File: src/rtl/reorder_buffer_pkg.sv
// Shared definitions for the reorder buffer.
// Holds the default index width, the data/register widths, the entry type
// codes and the packed layout of one buffer entry.
package reorder_buffer_pkg;

    localparam int unsigned ROB_BIT_DEFAULT = 4;
    localparam int unsigned XLEN            = 32;
    localparam int unsigned REG_BIT         = 5;

    typedef enum logic [1:0] {
        ENT_REG    = 2'd0,
        ENT_STORE  = 2'd1,
        ENT_BRANCH = 2'd2,
        ENT_EXIT   = 2'd3
    } entry_type_t;

    typedef struct packed {
        logic                busy;
        logic                ready;
        entry_type_t         kind;
        logic [REG_BIT-1:0]  rd;
        logic [XLEN-1:0]     alt_pc;
        logic                pred_taken;
        logic                taken;
        logic [XLEN-1:0]     value;
    } rob_entry_t;

endpackage

File: src/rtl/reorder_buffer.sv
// Reorder buffer: circular queue of in-flight instructions that retires them
// in program order, one per cycle, and flushes on a branch mispredict.
// Ports:
//   clk_in, rst_in (sync, active-high), rdy_in (global stall: low holds state)
//   issue_*          : allocate an entry at tail_entry (ignored while full)
//   cdb_*            : result writeback into a busy entry
//   get_rob_entry1/2 : combinational operand lookup -> ready1/2, value1/2
//   commit_*         : registered single-cycle register/store retire pulses
//   rob_clear_up / clear_pc : mispredict flush pulse and redirect PC
//   halt             : sticky, set when an EXIT entry retires
module reorder_buffer
    import reorder_buffer_pkg::*;
#(
    parameter int unsigned ROB_BIT = ROB_BIT_DEFAULT
) (
    input  logic                clk_in,
    input  logic                rst_in,
    input  logic                rdy_in,

    input  logic                issue_valid,
    input  logic [1:0]          issue_type,
    input  logic [REG_BIT-1:0]  issue_rd,
    input  logic [XLEN-1:0]     issue_pc,
    input  logic [XLEN-1:0]     issue_alt_pc,
    input  logic                issue_pred_taken,
    input  logic                issue_ready,
    input  logic [XLEN-1:0]     issue_value,
    output logic [ROB_BIT-1:0]  tail_entry,
    output logic                full,

    input  logic                cdb_valid,
    input  logic [ROB_BIT-1:0]  cdb_entry,
    input  logic [XLEN-1:0]     cdb_value,
    input  logic                cdb_taken,

    input  logic [ROB_BIT-1:0]  get_rob_entry1,
    input  logic [ROB_BIT-1:0]  get_rob_entry2,
    output logic                ready1,
    output logic                ready2,
    output logic [XLEN-1:0]     value1,
    output logic [XLEN-1:0]     value2,

    output logic [REG_BIT-1:0]  commit_reg_id,
    output logic [XLEN-1:0]     commit_reg_data,
    output logic [ROB_BIT-1:0]  commit_rob_entry,
    output logic                commit_store,
    output logic [ROB_BIT-1:0]  commit_store_entry,
    output logic                rob_clear_up,
    output logic [XLEN-1:0]     clear_pc,
    output logic                halt
);

    localparam int unsigned        ROB_SIZE = 1 << ROB_BIT;
    localparam logic [ROB_BIT-1:0] IDX_ONE  = {{(ROB_BIT-1){1'b0}}, 1'b1};
    localparam logic [ROB_BIT:0]   CNT_FULL = {1'b1, {ROB_BIT{1'b0}}};

    rob_entry_t         rob [ROB_SIZE];
    logic [ROB_BIT-1:0] head;
    logic [ROB_BIT-1:0] tail;
    logic [ROB_BIT:0]   count;

    rob_entry_t         head_e;
    logic               do_issue;
    logic               do_commit;
    logic               mispredict;
    logic               reg_write;

    // The instruction PC is not needed to retire; only alt_pc drives redirect.
    logic unused_pc;
    assign unused_pc = ^issue_pc;

    assign tail_entry = tail;
    assign full       = (count == CNT_FULL);
    assign head_e     = rob[head];

    // The flush cycle swallows issue, CDB and commit.
    assign do_issue   = rdy_in && !rob_clear_up && issue_valid && !full;
    assign do_commit  = rdy_in && !rob_clear_up && (count != '0)
                        && head_e.busy && head_e.ready;
    assign mispredict = (head_e.kind == ENT_BRANCH) && (head_e.taken != head_e.pred_taken);
    assign reg_write  = ((head_e.kind == ENT_REG) || (head_e.kind == ENT_BRANCH))
                        && (head_e.rd != '0);

    // Two identical lookup ports; a same-cycle CDB write is forwarded.
    logic [ROB_BIT-1:0] lk_idx   [2];
    logic               lk_ready [2];
    logic [XLEN-1:0]    lk_value [2];

    assign lk_idx[0] = get_rob_entry1;
    assign lk_idx[1] = get_rob_entry2;

    for (genvar g = 0; g < 2; g++) begin : g_lookup
        logic hit;
        assign hit         = cdb_valid && (cdb_entry == lk_idx[g]);
        assign lk_ready[g] = rob[lk_idx[g]].ready || hit;
        assign lk_value[g] = hit ? cdb_value : rob[lk_idx[g]].value;
    end

    assign ready1 = lk_ready[0];
    assign ready2 = lk_ready[1];
    assign value1 = lk_value[0];
    assign value2 = lk_value[1];

    always_ff @(posedge clk_in) begin
        if (rst_in) begin
            head               <= '0;
            tail               <= '0;
            count              <= '0;
            commit_reg_id      <= '0;
            commit_reg_data    <= '0;
            commit_rob_entry   <= '0;
            commit_store       <= 1'b0;
            commit_store_entry <= '0;
            rob_clear_up       <= 1'b0;
            clear_pc           <= '0;
            halt               <= 1'b0;
            for (int unsigned i = 0; i < ROB_SIZE; i++) begin
                rob[i] <= '0;
            end
        end else if (rdy_in) begin
            commit_reg_id      <= '0;
            commit_reg_data    <= '0;
            commit_rob_entry   <= '0;
            commit_store       <= 1'b0;
            commit_store_entry <= '0;
            rob_clear_up       <= 1'b0;
            clear_pc           <= '0;

            if (rob_clear_up) begin
                head  <= '0;
                tail  <= '0;
                count <= '0;
                for (int unsigned i = 0; i < ROB_SIZE; i++) begin
                    rob[i].busy  <= 1'b0;
                    rob[i].ready <= 1'b0;
                end
            end else begin
                if (do_issue) begin
                    rob[tail] <= '{busy:       1'b1,
                                   ready:      issue_ready,
                                   kind:       entry_type_t'(issue_type),
                                   rd:         issue_rd,
                                   alt_pc:     issue_alt_pc,
                                   pred_taken: issue_pred_taken,
                                   taken:      1'b0,
                                   value:      issue_value};
                    tail <= tail + IDX_ONE;
                end

                if (cdb_valid && rob[cdb_entry].busy) begin
                    rob[cdb_entry].value <= cdb_value;
                    rob[cdb_entry].ready <= 1'b1;
                    rob[cdb_entry].taken <= cdb_taken;
                end

                // Placed after the CDB write so freeing the head wins.
                if (do_commit) begin
                    rob[head].busy  <= 1'b0;
                    rob[head].ready <= 1'b0;
                    head            <= head + IDX_ONE;
                    if (reg_write) begin
                        commit_reg_id    <= head_e.rd;
                        commit_reg_data  <= head_e.value;
                        commit_rob_entry <= head;
                    end
                    if (head_e.kind == ENT_STORE) begin
                        commit_store       <= 1'b1;
                        commit_store_entry <= head;
                    end
                    if (head_e.kind == ENT_EXIT) begin
                        halt <= 1'b1;
                    end
                    if (mispredict) begin
                        rob_clear_up <= 1'b1;
                        clear_pc     <= head_e.alt_pc;
                    end
                end

                count <= count + {{ROB_BIT{1'b0}}, do_issue} - {{ROB_BIT{1'b0}}, do_commit};
            end
        end
    end

endmodule

File: config.mk
export PLATFORM = sky130hd
export DESIGN_NAME = reorder_buffer
export DESIGN_NICKNAME = d
export VERILOG_FILES = /design/src/rtl/reorder_buffer_pkg.sv /design/src/rtl/reorder_buffer.sv
export SDC_FILE = /design/constraint.sdc
export NUM_CORES = 2
export LEC_CHECK = 0
export CORE_MARGIN = 2
export CORE_UTILIZATION = 43
export DETAILED_ROUTE_END_ITERATION = 7
export PLACE_DENSITY = 0.71
export SKIP_LAST_GASP = 1
export SYNTH_ARGS = -nofsm -noshare
export SYNTH_HDL_FRONTEND = slang
export SYNTH_SLANG_ARGS = --single-unit
File: constraint.sdc
create_clock -name clk_in -period 9.5 [get_ports clk_in]
set_clock_uncertainty 0.05 [all_clocks]
set_input_delay 2.85 -clock clk_in [delete_from_list [all_inputs] [get_ports clk_in]]
set_output_delay 2.85 -clock clk_in [all_outputs]
set_load 0.05 [all_outputs]
==> results by group <==
Critical path
  – CP Max Fanout: 37
  – Crit. End Element: primary output
  – Critical path origin: get_rob_entry2[0]
  – Startpoint class of the critical path: primary input
  – Critical setup path kind: in2out
  – Crit path DAT: 5.67 ns
  – Worst Path Required: 6.60 ns

Pwr
  – Seq pwr share: 0.485
  – LEAKAGE: 29.6 nW
  – Power density cells: 169 nW/um^2
  – Sw Share: 0.253
  – Comb power frac: 0.104
  – Internal power: 0.0100 W
  – Clk network pwr share: 0.410
  – Worst vdd ir: 0.206 mV
  – Sw power: roughly 0.0034 W

Finish
  – Synth-to-layout area growth: 11.8%
  – Share of post-route cells with drive strength above 1: 0.212
  – Register area: 37700 sq um
  – Post-layout nets: approximately 5600
  – Fillers: around 14000
  – Multi-input gate area: 30300 sq um

STA
  – Transition time of the tightest slew-check pin: about 1.3 ns
  – Period minus WS final: 8.57 ns
  – Setup TNS: 0 ns
  – RSZ-0062 raised after global routing: no
  – Max_slew headroom: 0.146
  – Final period util: 0.902
  – Fin. Hold Viols: 0
  – Final hold slack: between 0.3 and 0.4 ns
  – Final Max Slew Viols: 0
  – Endpoints failing setup: 0
  – F_max: 117 MHz

Logic synthesis
  – FF+latch count, synth: about 1300
  – Cells after synthesis: 5633
  – Mean Syn Cell Area: 12.6 sq um
  – Ys async rst share: 0
  – Synthesized Nets: 5803
  – Synth warn: 0
  – Synth unique cells: 61
  – Post-synthesis sequential area ratio: 0.533
  – Synthesized area: a little over 70000 sq um
  – Top_reg_cell synth: edfxtp_1
  – EDFF count, synth: about 1200

Floorplanning
  – Initial Util: 0.434
  – Core area: 163000 sq um
  – I/O pins: 306
  – FP Rows: 148
  – Die ar.: 168000 sq um
  – DIE HEIGHT: 409 um
  – Die X-Extent: 409 um

Clock tree
  – Num CTS Buffers: between 100 and 150
  – # clock sinks: 1297
  – Post-CTS setup buffer count: 0
  – Htree depth: 4
  – Clock root buffer: clkbuf_16
  – Hold_buf cts: 0
  – CTS tree: done
  – Clock-pin transition on the worst setup and hold timing paths: 0.06 ns
  – PostCTS Resize Cnt: 0
  – Clk buf depth: 3
  – Clk_lat worst skew: approximately 0.81 ns

Detailed routing
  – Number of remaining DRC errors: 1
  – Vias/cell: about 6.6
  – Drt pass-1 iters: 8
  – Via count: 51553
  – Wire per inst: about 31 um
  – Post-route ant nets: 0
  – Initial DRC Count: 7777
  – WL final: 239 mm

Outcome
  – Status: finished with violations
  – Failing checks: DRC

Global routing
  – Total Routing Usage GR: 0.279
  – Initial antenna violation count: 28
  – Largest net degree at the start of global routing: 152
  – GRT Residual Overflow: 0
  – Vias in the first global route: 50478
  – First-pass GRT wire length: 343 mm

Hold path
  – Worst Hold Launch: commit_reg_data[25]
  – HP Class: reg2reg

Place
  – DP Wirelength: 128 mm
  – Routability cong.: 0.884
  – PortBufs: 273

Flow run
  – Total of max-cap violations: 0
## cell families (layout without fill, tap and decap cells)
kind of cell               Yosys count  after routing  share of synthesized area
AOI/OAI and AO/OA                  546            546                     0.0441
xor gates and xnor gates            13             13                    0.00161
adders and majority gates           15             15                    0.00276
buffers and inverters              728            682                     0.0419
DFF                               1297           1297                      0.533
muxes                              786            786                      0.223
other                                0             13                          0
and+or+nand+nor                   2248           2248                      0.154
## layout make-up
| cell class | count | area share |
|---|---|---|
| inverter | 18 | 0.000854 |
| timing repair buffer | 414 | 0.0484 |
| clock inverter | 68 | 0.00945 |
| sequential | 1297 | 0.476 |
| multi-input combinational | 3608 | 0.383 |
| antenna | 13 | 0.000411 |
| clock buffer | 182 | 0.0472 |
| tap | 2175 | 0.0344 |
## power by group through the flow
stage	logic, W	registers, W	clock network [W]
floorplan	0.000876	0.00658	0
global placement	0.00136	0.00660	0
detailed placement	0.00138	0.00662	0
CTS	0.00138	0.00650	0.00551
global route	0.00145	0.00652	0.00572
finish	0.00140	0.00650	0.00550
## worst max-delay path: stages
cell	delay (ns)
buf_8	0.35
buf_12	0.36
mux4_2	0.56
mux4_2	0.47
mux2_2	0.33
clkdlybuf4s50_1	0.72
## synthesized netlist by cell type (all sizes together) (5+ instances only)
| cell | number | area (sq um) |
|---|---|---|
| a211oi | 47 | 353 |
| a21oi | 124 | 621 |
| a22o | 44 | 385 |
| a22oi | 9 | 67.6 |
| a32oi | 7 | 61.3 |
| and2 | 37 | 231 |
| and3 | 659 | 4120 |
| buf | 117 | 613 |
| clkbuf | 587 | 2220 |
| dfxtp | 129 | 2580 |
| dlygate4sd3 | 5 | 50.1 |
| edfxtp | 1168 | 35100 |
| ha | 14 | 175 |
| inv | 18 | 67.6 |
| mux2 | 97 | 1090 |
| mux2i | 68 | 681 |
| mux4 | 621 | 14000 |
| nand2 | 1090 | 4090 |
| nand2b | 6 | 37.5 |
| nand3 | 277 | 1390 |
| nor2 | 74 | 278 |
| nor2b | 39 | 244 |
| nor4 | 8 | 50.1 |
| o21ai | 299 | 1500 |
| or2 | 23 | 144 |
| or3 | 14 | 87.6 |
| xor2 | 9 | 78.8 |
## placed cells by master, fill, tap and decap left out, types with 18 or more instances in the layout
cell,n
clkbuf_1,34
and3_1,643
edfxtp_1,1168
nand3_1,274
mux4_2,610
clkinv_2,25
nor2_1,73
and2_1,21
o21ai_0,299
mux2_2,97
clkdlybuf4s50_1,234
buf_4,161
dfxtp_1,125
inv_1,18
clkbuf_16,140
a211oi_1,47
nor2b_1,39
mux2i_1,68
or2_2,19
nand2_1,1090
a22o_1,44
a21oi_1,123
## sequential cells by signal, indices dropped and copies added, names as in the netlist, named ones only
name / flops
commit_reg_id: 5
commit_store_entry: 4
clear_pc: 32
halt: 1
tail_entry: 4
count: 5
commit_reg_data: 32
commit_rob_entry: 4
rob: 1200
head: 4
commit_store: 1
rob_clear_up: 1
## layer usage
layer	vias up	part of all wire	GRT usage
li1	20993	-	-
met1	25421	0.34	0.348
met2	4130	0.46	0.438
met3	985	0.14	0.0838
met4	24	0.059	0.150
met5	-	0.00099	0.00690
## worst paths after layout
path | cells after the start | end | slack (ns)
worst max-delay path | 6 | value2[20] | 0.93
worst min-delay path | 2 | commit_reg_data[25] | 0.40
worst max register to register | 18 | count[4] | 3.81
worst min register to register | 2 | commit_reg_data[25] | 0.40
## per-stage QoR
stage,util,total power (W),instances,setup slack [ns],area (sq um)
after floorplan,-,0.00746,5633,1.15,70700
after detailed placement,0.458,0.00800,7512,0.927,74600
after CTS,0.485,0.0134,7762,0.918,79000
after global placement,0.458,0.00796,7512,0.928,74600
final,0.485,0.0134,7775,0.932,79100
after global routing,0.485,0.0137,7769,0.844,79100
Note: power is estimated with default switching activity, not from simulation.
